`src/rtl/ysyx_22040127_div.sv`:
```
// ysyx_22040127_div: multi-cycle radix-2 restoring divider for RV64M
// DIV/DIVU/REM/REMU. The start/stuck/ready handshake is shared with the
// Booth multiplier, so the EXU stalls on either unit in the same way.
//
// Ports:
//   clk, rst       clock (rising edge), asynchronous active-high reset
//   x, y           dividend / divisor, sampled only on the accept edge
//   div_signed     1 = signed operation, 0 = unsigned
//   div_type       start request, honoured only when idle
//   div_stuck      pipeline stall; blocks accept and holds ready
//   quotient       registered quotient
//   remainder      registered remainder
//   ready          registered result-valid flag
//   busy           high whenever an operation is in flight
//
// state   | meaning
// IDLE    | waiting for an accept; ready is cleared unless stalled
// DIV_ON  | one restoring iteration per cycle on {R,Q}
// DIV_FIX | apply sign correction and publish quotient/remainder
// DIV_OK  | raise ready, return to IDLE
module ysyx_22040127_div #(
    parameter int WIDTH = 64
) (
    input  logic             clk,
    input  logic             rst,
    input  logic [WIDTH-1:0] x,
    input  logic [WIDTH-1:0] y,
    input  logic             div_signed,
    input  logic             div_type,
    input  logic             div_stuck,
    output logic [WIDTH-1:0] quotient,
    output logic [WIDTH-1:0] remainder,
    output logic             ready,
    output logic             busy
);

    localparam int CW = $clog2(WIDTH);
    localparam logic [WIDTH-1:0] MIN_NEG = {1'b1, {(WIDTH-1){1'b0}}};
    localparam logic [WIDTH-1:0] ALL_ONES = {WIDTH{1'b1}};

    typedef enum logic [1:0] {
        IDLE    = 2'd0,
        DIV_ON  = 2'd1,
        DIV_FIX = 2'd2,
        DIV_OK  = 2'd3
    } state_t;

    state_t           state_q, state_d;
    logic [CW-1:0]    cnt_q, cnt_d;
    logic             ready_q, ready_d;
    logic [WIDTH-1:0] quotient_q, quotient_d;
    logic [WIDTH-1:0] remainder_q, remainder_d;
    logic [WIDTH-1:0] r_q, r_d;
    logic [WIDTH-1:0] q_q, q_d;
    logic [WIDTH-1:0] ymag_q, ymag_d;
    logic             negq_q, negq_d;
    logic             negr_q, negr_d;

    logic             accept;
    logic             x_neg, y_neg;
    logic [WIDTH-1:0] x_mag, y_mag;
    logic [WIDTH:0]   r_sh;
    logic             sub_ok;
    logic [WIDTH-1:0] trial;

    assign accept = div_type & ~div_stuck;
    assign x_neg  = div_signed & x[WIDTH-1];
    assign y_neg  = div_signed & y[WIDTH-1];
    assign x_mag  = x_neg ? -x : x;
    assign y_mag  = y_neg ? -y : y;

    // The shifted partial remainder needs one extra bit: R < |y| only
    // bounds 2R+1 below 2|y|, which can exceed WIDTH bits.
    assign r_sh   = {r_q, q_q[WIDTH-1]};
    assign sub_ok = r_sh >= {1'b0, ymag_q};
    // When sub_ok the true difference is below |y|, so the low WIDTH bits
    // of the wrapped subtraction are exact.
    assign trial  = r_sh[WIDTH-1:0] - ymag_q;

    always_comb begin
        state_d     = state_q;
        cnt_d       = cnt_q;
        ready_d     = ready_q;
        quotient_d  = quotient_q;
        remainder_d = remainder_q;
        r_d         = r_q;
        q_d         = q_q;
        ymag_d      = ymag_q;
        negq_d      = negq_q;
        negr_d      = negr_q;

        case (state_q)
            IDLE: begin
                if (accept) begin
                    ready_d = 1'b0;
                    // Special cases preload {R,Q} with the final answer and
                    // pass through DIV_FIX uncorrected, which gives them the
                    // two-edge latency.
                    if (y == '0) begin
                        q_d     = ALL_ONES;
                        r_d     = x;
                        negq_d  = 1'b0;
                        negr_d  = 1'b0;
                        state_d = DIV_FIX;
                    end else if (div_signed && x == MIN_NEG && y == ALL_ONES) begin
                        q_d     = x;
                        r_d     = '0;
                        negq_d  = 1'b0;
                        negr_d  = 1'b0;
                        state_d = DIV_FIX;
                    end else begin
                        q_d     = x_mag;
                        r_d     = '0;
                        ymag_d  = y_mag;
                        negq_d  = x_neg ^ y_neg;
                        negr_d  = x_neg;
                        cnt_d   = '0;
                        state_d = DIV_ON;
                    end
                end else if (!div_stuck) begin
                    ready_d = 1'b0;
                end
            end
            DIV_ON: begin
                r_d   = sub_ok ? trial : r_sh[WIDTH-1:0];
                q_d   = {q_q[WIDTH-2:0], sub_ok};
                cnt_d = cnt_q + CW'(1);
                if (cnt_q == CW'(WIDTH-1)) begin
                    state_d = DIV_FIX;
                end
            end
            DIV_FIX: begin
                quotient_d  = negq_q ? -q_q : q_q;
                remainder_d = negr_q ? -r_q : r_q;
                state_d     = DIV_OK;
            end
            DIV_OK: begin
                ready_d = 1'b1;
                state_d = IDLE;
            end
            default: begin
                state_d = IDLE;
            end
        endcase
    end

    always_ff @(posedge clk or posedge rst) begin
        if (rst) begin
            state_q     <= IDLE;
            cnt_q       <= '0;
            ready_q     <= 1'b0;
            quotient_q  <= '0;
            remainder_q <= '0;
            r_q         <= '0;
            q_q         <= '0;
            ymag_q      <= '0;
            negq_q      <= 1'b0;
            negr_q      <= 1'b0;
        end else begin
            state_q     <= state_d;
            cnt_q       <= cnt_d;
            ready_q     <= ready_d;
            quotient_q  <= quotient_d;
            remainder_q <= remainder_d;
            r_q         <= r_d;
            q_q         <= q_d;
            ymag_q      <= ymag_d;
            negq_q      <= negq_d;
            negr_q      <= negr_d;
        end
    end

    assign quotient  = quotient_q;
    assign remainder = remainder_q;
    assign ready     = ready_q;
    assign busy      = (state_q != IDLE);

endmodule

```
`config.mk`:
```
export PLATFORM = sky130hd
export DESIGN_NAME = ysyx_22040127_div
export DESIGN_NICKNAME = d
export VERILOG_FILES = /design/src/rtl/ysyx_22040127_div.sv
export SDC_FILE = /design/constraint.sdc
export NUM_CORES = 1
export LEC_CHECK = 0
export ABC_AREA = 1
export CAP_MARGIN = 5
export CORE_AREA = 3 3 278 280
export CTS_CLUSTER_SIZE = 24
export DETAILED_ROUTE_END_ITERATION = 12
export DIE_AREA = 0 0 281 283
export MAX_ROUTING_LAYER = met4
export SLEW_MARGIN = 30
export SYNTH_ARGS = -nofsm -noshare
export SYNTH_HDL_FRONTEND = slang
export SYNTH_SLANG_ARGS = --single-unit
```
`constraint.sdc`:
```
create_clock -name clk -period 22.3 [get_ports clk]
set_input_delay 6.69 -clock clk [delete_from_list [all_inputs] [get_ports clk]]
set_output_delay 6.69 -clock clk [all_outputs]
set_load 0.01 [all_outputs]
```
# Word level (Yosys, flattened, before mapping)
# Index checks and enable logic that the tools add are counted.
# Widths: inputs -> output; s select.
[totals]
ff_bits = 331
input_bits = 133
output_inout_bits = 130
word_cells = 76
[classes]
addsub = 6
n_lt_le_gt_ge = 1
n_eq_ne = 11
mux = 28
n_bitwise = 7
reduce_logical = 13
[ops]
columns = ["operator", "count"]
rows = [
  ["$mux 64", 10],
  ["$neg 64->64", 4],
  ["$pmux 64 s2", 2],
  ["$eq 64x64->1 const B", 2],
  ["$ge 65x64->1", 1],
  ["$logic_not 64->1", 1],
  ["$sub 64x64->64", 1],
  ["$mux 6", 3],
  ["$pmux 6 s2", 1],
  ["$mux 2", 4],
  ["$ne 2x2->1 const B", 4],
  ["$pmux 2 s4", 1],
  ["$reduce_and 2->1", 4],
  ["$reduce_and 4->1", 2],
  ["$add 6x1->6 const B", 1],
  ["$eq 6x6->1 const B", 1],
  ["$mux 1", 6],
  ["$reduce_bool 2->1", 3],
  ["$eq 2x2->1 const B", 2],
  ["$and 1x1->1", 3],
  ["$ne 3x3->1 const B", 1],
  ["$not 1->1", 3],
  ["$eq 2x1->1 const B", 1],
  ["$logic_and 1x1->1", 2],
  ["other kinds (3)", 3],
]

# Longest topological paths before layout
[depth]
word_depth = 7
ltp_mapped = 21

# Least setup slack after synthesis
# Ideal clock, no wire load.
[synth_path]
path_kind = "input to register"
startpoint = "in y[0]"
endpoint = "reg ymag_q[10]"
setup_time_ps = 123
t_arrival_ps = 8210
path_slack_ps = 13967
path_stages = 14
n_path_buf = 2
path_cell_list = "inv_1 ha_1 nand2_1 nor2_4 nand4_1 nor3_2 nand2_4 inv_2 nor3_4 inv_4 buf_12 buf_12 nand2_2 o21ai_2"
[synth_via]
elab_chain_len = 4
[synth_lines]
columns = ["element", "line_no", "text"]
rows = [
  ["start, declared", "27", "input logic [WIDTH-1:0] y,"],
  ["parallel branches: the longest is 4 deep, another holds $neg 64->64", "--", ""],
  ["end signal, assigned", "167", "ymag_q <= ymag_d;"],
  ["end, declared", "55", "logic [WIDTH-1:0] ymag_q, ymag_d;"],
]
# Several ways; the timed one is not identified.
# A chain may end at the register's enable or synchronous reset.

# Worst setup path after layout
[layout_path]
startpoint = "in y[10]"
endpoint = "reg r_q[26]"
[layout_via]
elab_chain_len = 4
[layout_lines]
columns = ["element", "line_no", "text"]
rows = [
  ["$logic_not 64->1", "99", "if (y == '0) begin"],
  ["$mux 64", "99", ""],
  ["$mux 64", "94", "if (accept) begin"],
  ["$pmux 64 s2", "92", "case (state_q)"],
  ["end signal, assigned", "165", "r_q <= r_d;"],
  ["end, declared", "53", "logic [WIDTH-1:0] r_q, r_d;"],
]
# No other way between the ends. The select of a mux whose other input is x is not followed.

==> summary.md <==
| Metric | Value |
|---|---|
| Post-synthesis mux area share | 0% |
| Yosys reg bits | approximately 330 |
| Clk root buf | clkbuf_16 |
| Setup Buffers After CTS | 0 |
| Post-DRT Antenna Nets | 0 |
| Avg Cell Area, Syn | a little over 6 um2 |
| Vias in the first global route | about 30000 |
| Number of flops mapped to enable cells by yosys | 0 |
| Worst Setup Path Type | in2reg |
| MaxCap Viol Count | 0 |
| Global placement routability congestion | 1.09 |
| Iteration-0 DRC Markers | 3563 |
| CP required | approximately 23 ns |
| Worst Hold Class | reg2reg |
| P_leak | 0.0172 uW |
| Netlist Area Pre-Place | between 20000 and 30000 um2 |
| Crit path largest cell delay | 0.69 ns |
| Input/output buffers | ~260 |
| DIE AREA | just under 80000 um2 |
| Nets | ~5300 |
| Drt first pass iters | 6 |
| Clock skew | around 0.036 ns |
| Final Setup Violations | 0 |
| XOR/XNOR Fraction of Synth Area | slightly below 6% |
| Synth Flop Type | dfrtp_1 |
| Slew Limit Fails | 0 |
| Status | finished, final reports clean |
| Vias per inst | between 5 and 6 |
| Vias | 32900 |
| Crit-path cells | clkdlybuf4s50_1, nor2_1, nand3_1, inv_1, nand4_1, nor2_2, nand4_2, nor2_4, buf_4, a21oi_1, nand3_1, nand2_1, inv_1 |
| Most frequent cells in the layout | nand2_1 (1556), inv_1 (690), nor2_1 (559) |
| Hold path start | quotient[58] |
| Starting Density | 40.1% |
| Core Area | approximately 75000 um2 |
| Cell count of the worst reg-to-reg path | 16 |
| Final min period | 9.94 ns |
| Critical path startpoint | y[10] |
| Post-CTS sizing | 0 |
| CP max-delay cell | nor2_4 |
| Commonest non-fill, non-tap cell in the layout | nand2_1 |
| Die Height | ~280 um |
| Initial antenna violation count | 4 |
| Largest net degree at the start of global routing | about 100 |
| Share of layout cells above drive strength 1 | around 6.7% |
| R2R Setup Slk | 18.02 ns |
| Gr ovfl total | 0 |
| Adder-cell area share of the yosys netlist | 3.16% |
| First-pass GRT wire length | 201000 um |
| Post-Synthesis Cells | about 4900 |
| FF-to-FF End | r_q[8] |
| Routed len/inst | ~23 um |
| Clock Sinks | about 330 |
| Largest family of logic cells by synthesized area | simple AND/OR/NAND/NOR gates |
| Compound-cell area share of the yosys netlist | ~11% |
| Relative slew margins | 28.6% |
| Max Fanout on Critical Path | 43 |
| Final Hold Vio Count | 0 |
| Fraction of registers with async set/reset | 100% |
| Startpoint Class | input port |
| Post-synth cell types | 54 |
| CTS buffer count | 43 |
| Worst EP arrival | around 10 ns |
| CP endpoint kind | flop |
| Hold_ws | approximately 0.47 ns |
| DRC errors left | 0 |
| CTS tree | done |
| Unrepaired setup endpoints after global routing | false |
| Longest Clk Path Bufs | 3 |
| R2r startpoint | r_q[6] |
| Fin util | 46.5% |
| Hpwl dp | between 100000 and 150000 um |
| Syn Nets | around 5100 |
| Post-synthesis sequential area ratio | 27.7% |
| Actual slew at the worst max-slew pin | between 1 and 1.5 ns |
| Row cnt | 100 |
| Clock-pin slew on the worst setup and hold paths | ~0.060 ns |
| Worst vdd ir | ~0.074 mV |
| Die width | between 200 and 300 um |
| P per Cell Area | about 170 nW/um2 |
| Final WL | around 140000 um |
| Fmax | between 100 and 150 MHz |
| Clk_lat worst skew | roughly 0.61 ns |
| I/O Pins | 263 |
| Area growth syn-to-layout | 16.0% |
| Total track usage | roughly a third |
| H-tree depth | 2 |
| Simple-Gate Fraction of Synth Area | 40.7% |
| Warnings, synthesis | 0 |
| Setup TNS | 0 ns |
| CTS Hold Bufs | 0 |
| Tcrit/Tclk final | approximately 45% |
| Worst Setup EP | r_q[26] |
## layer usage
metal	track usage, %	up-vias	part of all wire (%)
met5	-	-	0
met4	13.0	0	4.4
met3	7.71	215	9.7
met2	48.4	1520	41
met1	49.9	15300	45
li1	-	15900	-
## cells in the mapped netlist, types with 4 or more instances
master | instances | area, um2
o22ai_1 | 10 | 62.6
inv_2 | 36 | 135
buf_12 | 7 | 140
nor2_4 | 9 | 101
a21oi_1 | 186 | 931
nor2_2 | 42 | 263
nand2_1 | 1557 | 5840
nor2_1 | 559 | 2100
buf_6 | 4 | 45.0
o21bai_1 | 9 | 67.6
nand3b_1 | 14 | 105
or2_2 | 10 | 62.6
dfrtp_1 | 331 | 8280
nor3_2 | 6 | 60.1
nand4_1 | 103 | 644
xnor2_1 | 14 | 123
buf_2 | 25 | 125
and2_1 | 5 | 31.3
o211ai_1 | 10 | 75.1
inv_1 | 692 | 2600
nor4_1 | 21 | 131
clkbuf_1 | 97 | 364
nand2_2 | 53 | 332
buf_1 | 13 | 48.8
ha_1 | 74 | 926
nand3_2 | 26 | 260
nand2_4 | 4 | 45.0
o21ai_0 | 264 | 1320
and3_1 | 5 | 31.3
o21ai_1 | 8 | 40.0
o21ai_2 | 42 | 368
nor3_1 | 70 | 350
nand3_1 | 348 | 1740
xor2_1 | 186 | 1630
a31oi_1 | 39 | 244
o31ai_1 | 6 | 45.0
## where the power goes
| group | internal (uW) | total (uW) | switching, uW | leakage (uW) |
|---|---|---|---|---|
| Clock | 415 | 718 | 303 | 0.000701 |
| Sequential | 898 | 1290 | 394 | 0.00404 |
| Combinational | 1250 | 3940 | 2690 | 0.0125 |
| Total | 2560 | 5950 | 3390 | 0.0172 |
## sequential cells by signal (all words and copies together), names as in the netlist
name / cells
cnt_q: 6
negq_q: 1
negr_q: 1
q_q: 64
quotient: 64
r_q: 64
ready: 1
remainder: 64
state_q: 2
ymag_q: 64
## through the flow
step	cell area, um2	total power [uW]	setup WS (ns)	cells
2_1_floorplan	29900	3640	6.44	4914
3_3_place_gp	33200	5090	11.63	6019
3_5_place_dp	33200	5110	11.58	6020
4_1_cts	34700	5850	12.19	6100
5_1_grt	34700	6390	12.12	6104
6_report	34700	5950	12.36	6106
## worst min-delay path by stage
stage | to | cells past startpoint | slack (ns)
finish | quotient[58] | 2 | 0.47
CTS | quotient[58] | 2 | 0.48
detailed placement | q_q[40] | 2 | 0.47
global placement | q_q[40] | 2 | 0.46
global route | quotient[58] | 2 | 0.50
floorplan | q_q[40] | 2 | 0.45
## layout make-up
class | instances | area [um2]
flip-flops and latches | 331 | 8280
clock inverters | 23 | 209
multi-input cells | 3698 | 18100
repair buffers | 290 | 2860
clock buffers | 57 | 1230
inverters | 732 | 2760
diodes | 6 | 15.0
well taps | 969 | 1210
fillers | 8103 | 40000
## cells by family (layout without fill, tap and decap cells)
group,Yosys count,in the layout
compound gates,582,582
xor+xnor,200,200
fa+ha+maj,75,75
buf+inv,885,1102
flops,331,331
other cells,0,6
simple gates,2841,2841
## critical path: cells and delay by family
family	cells	cell delay, ns
AND/OR/NAND/NOR	8	2.15
buffers and inverters	4	1.26
AO/OA/AOI/OAI	1	0.34
Power figures use the tool's default switching activity.
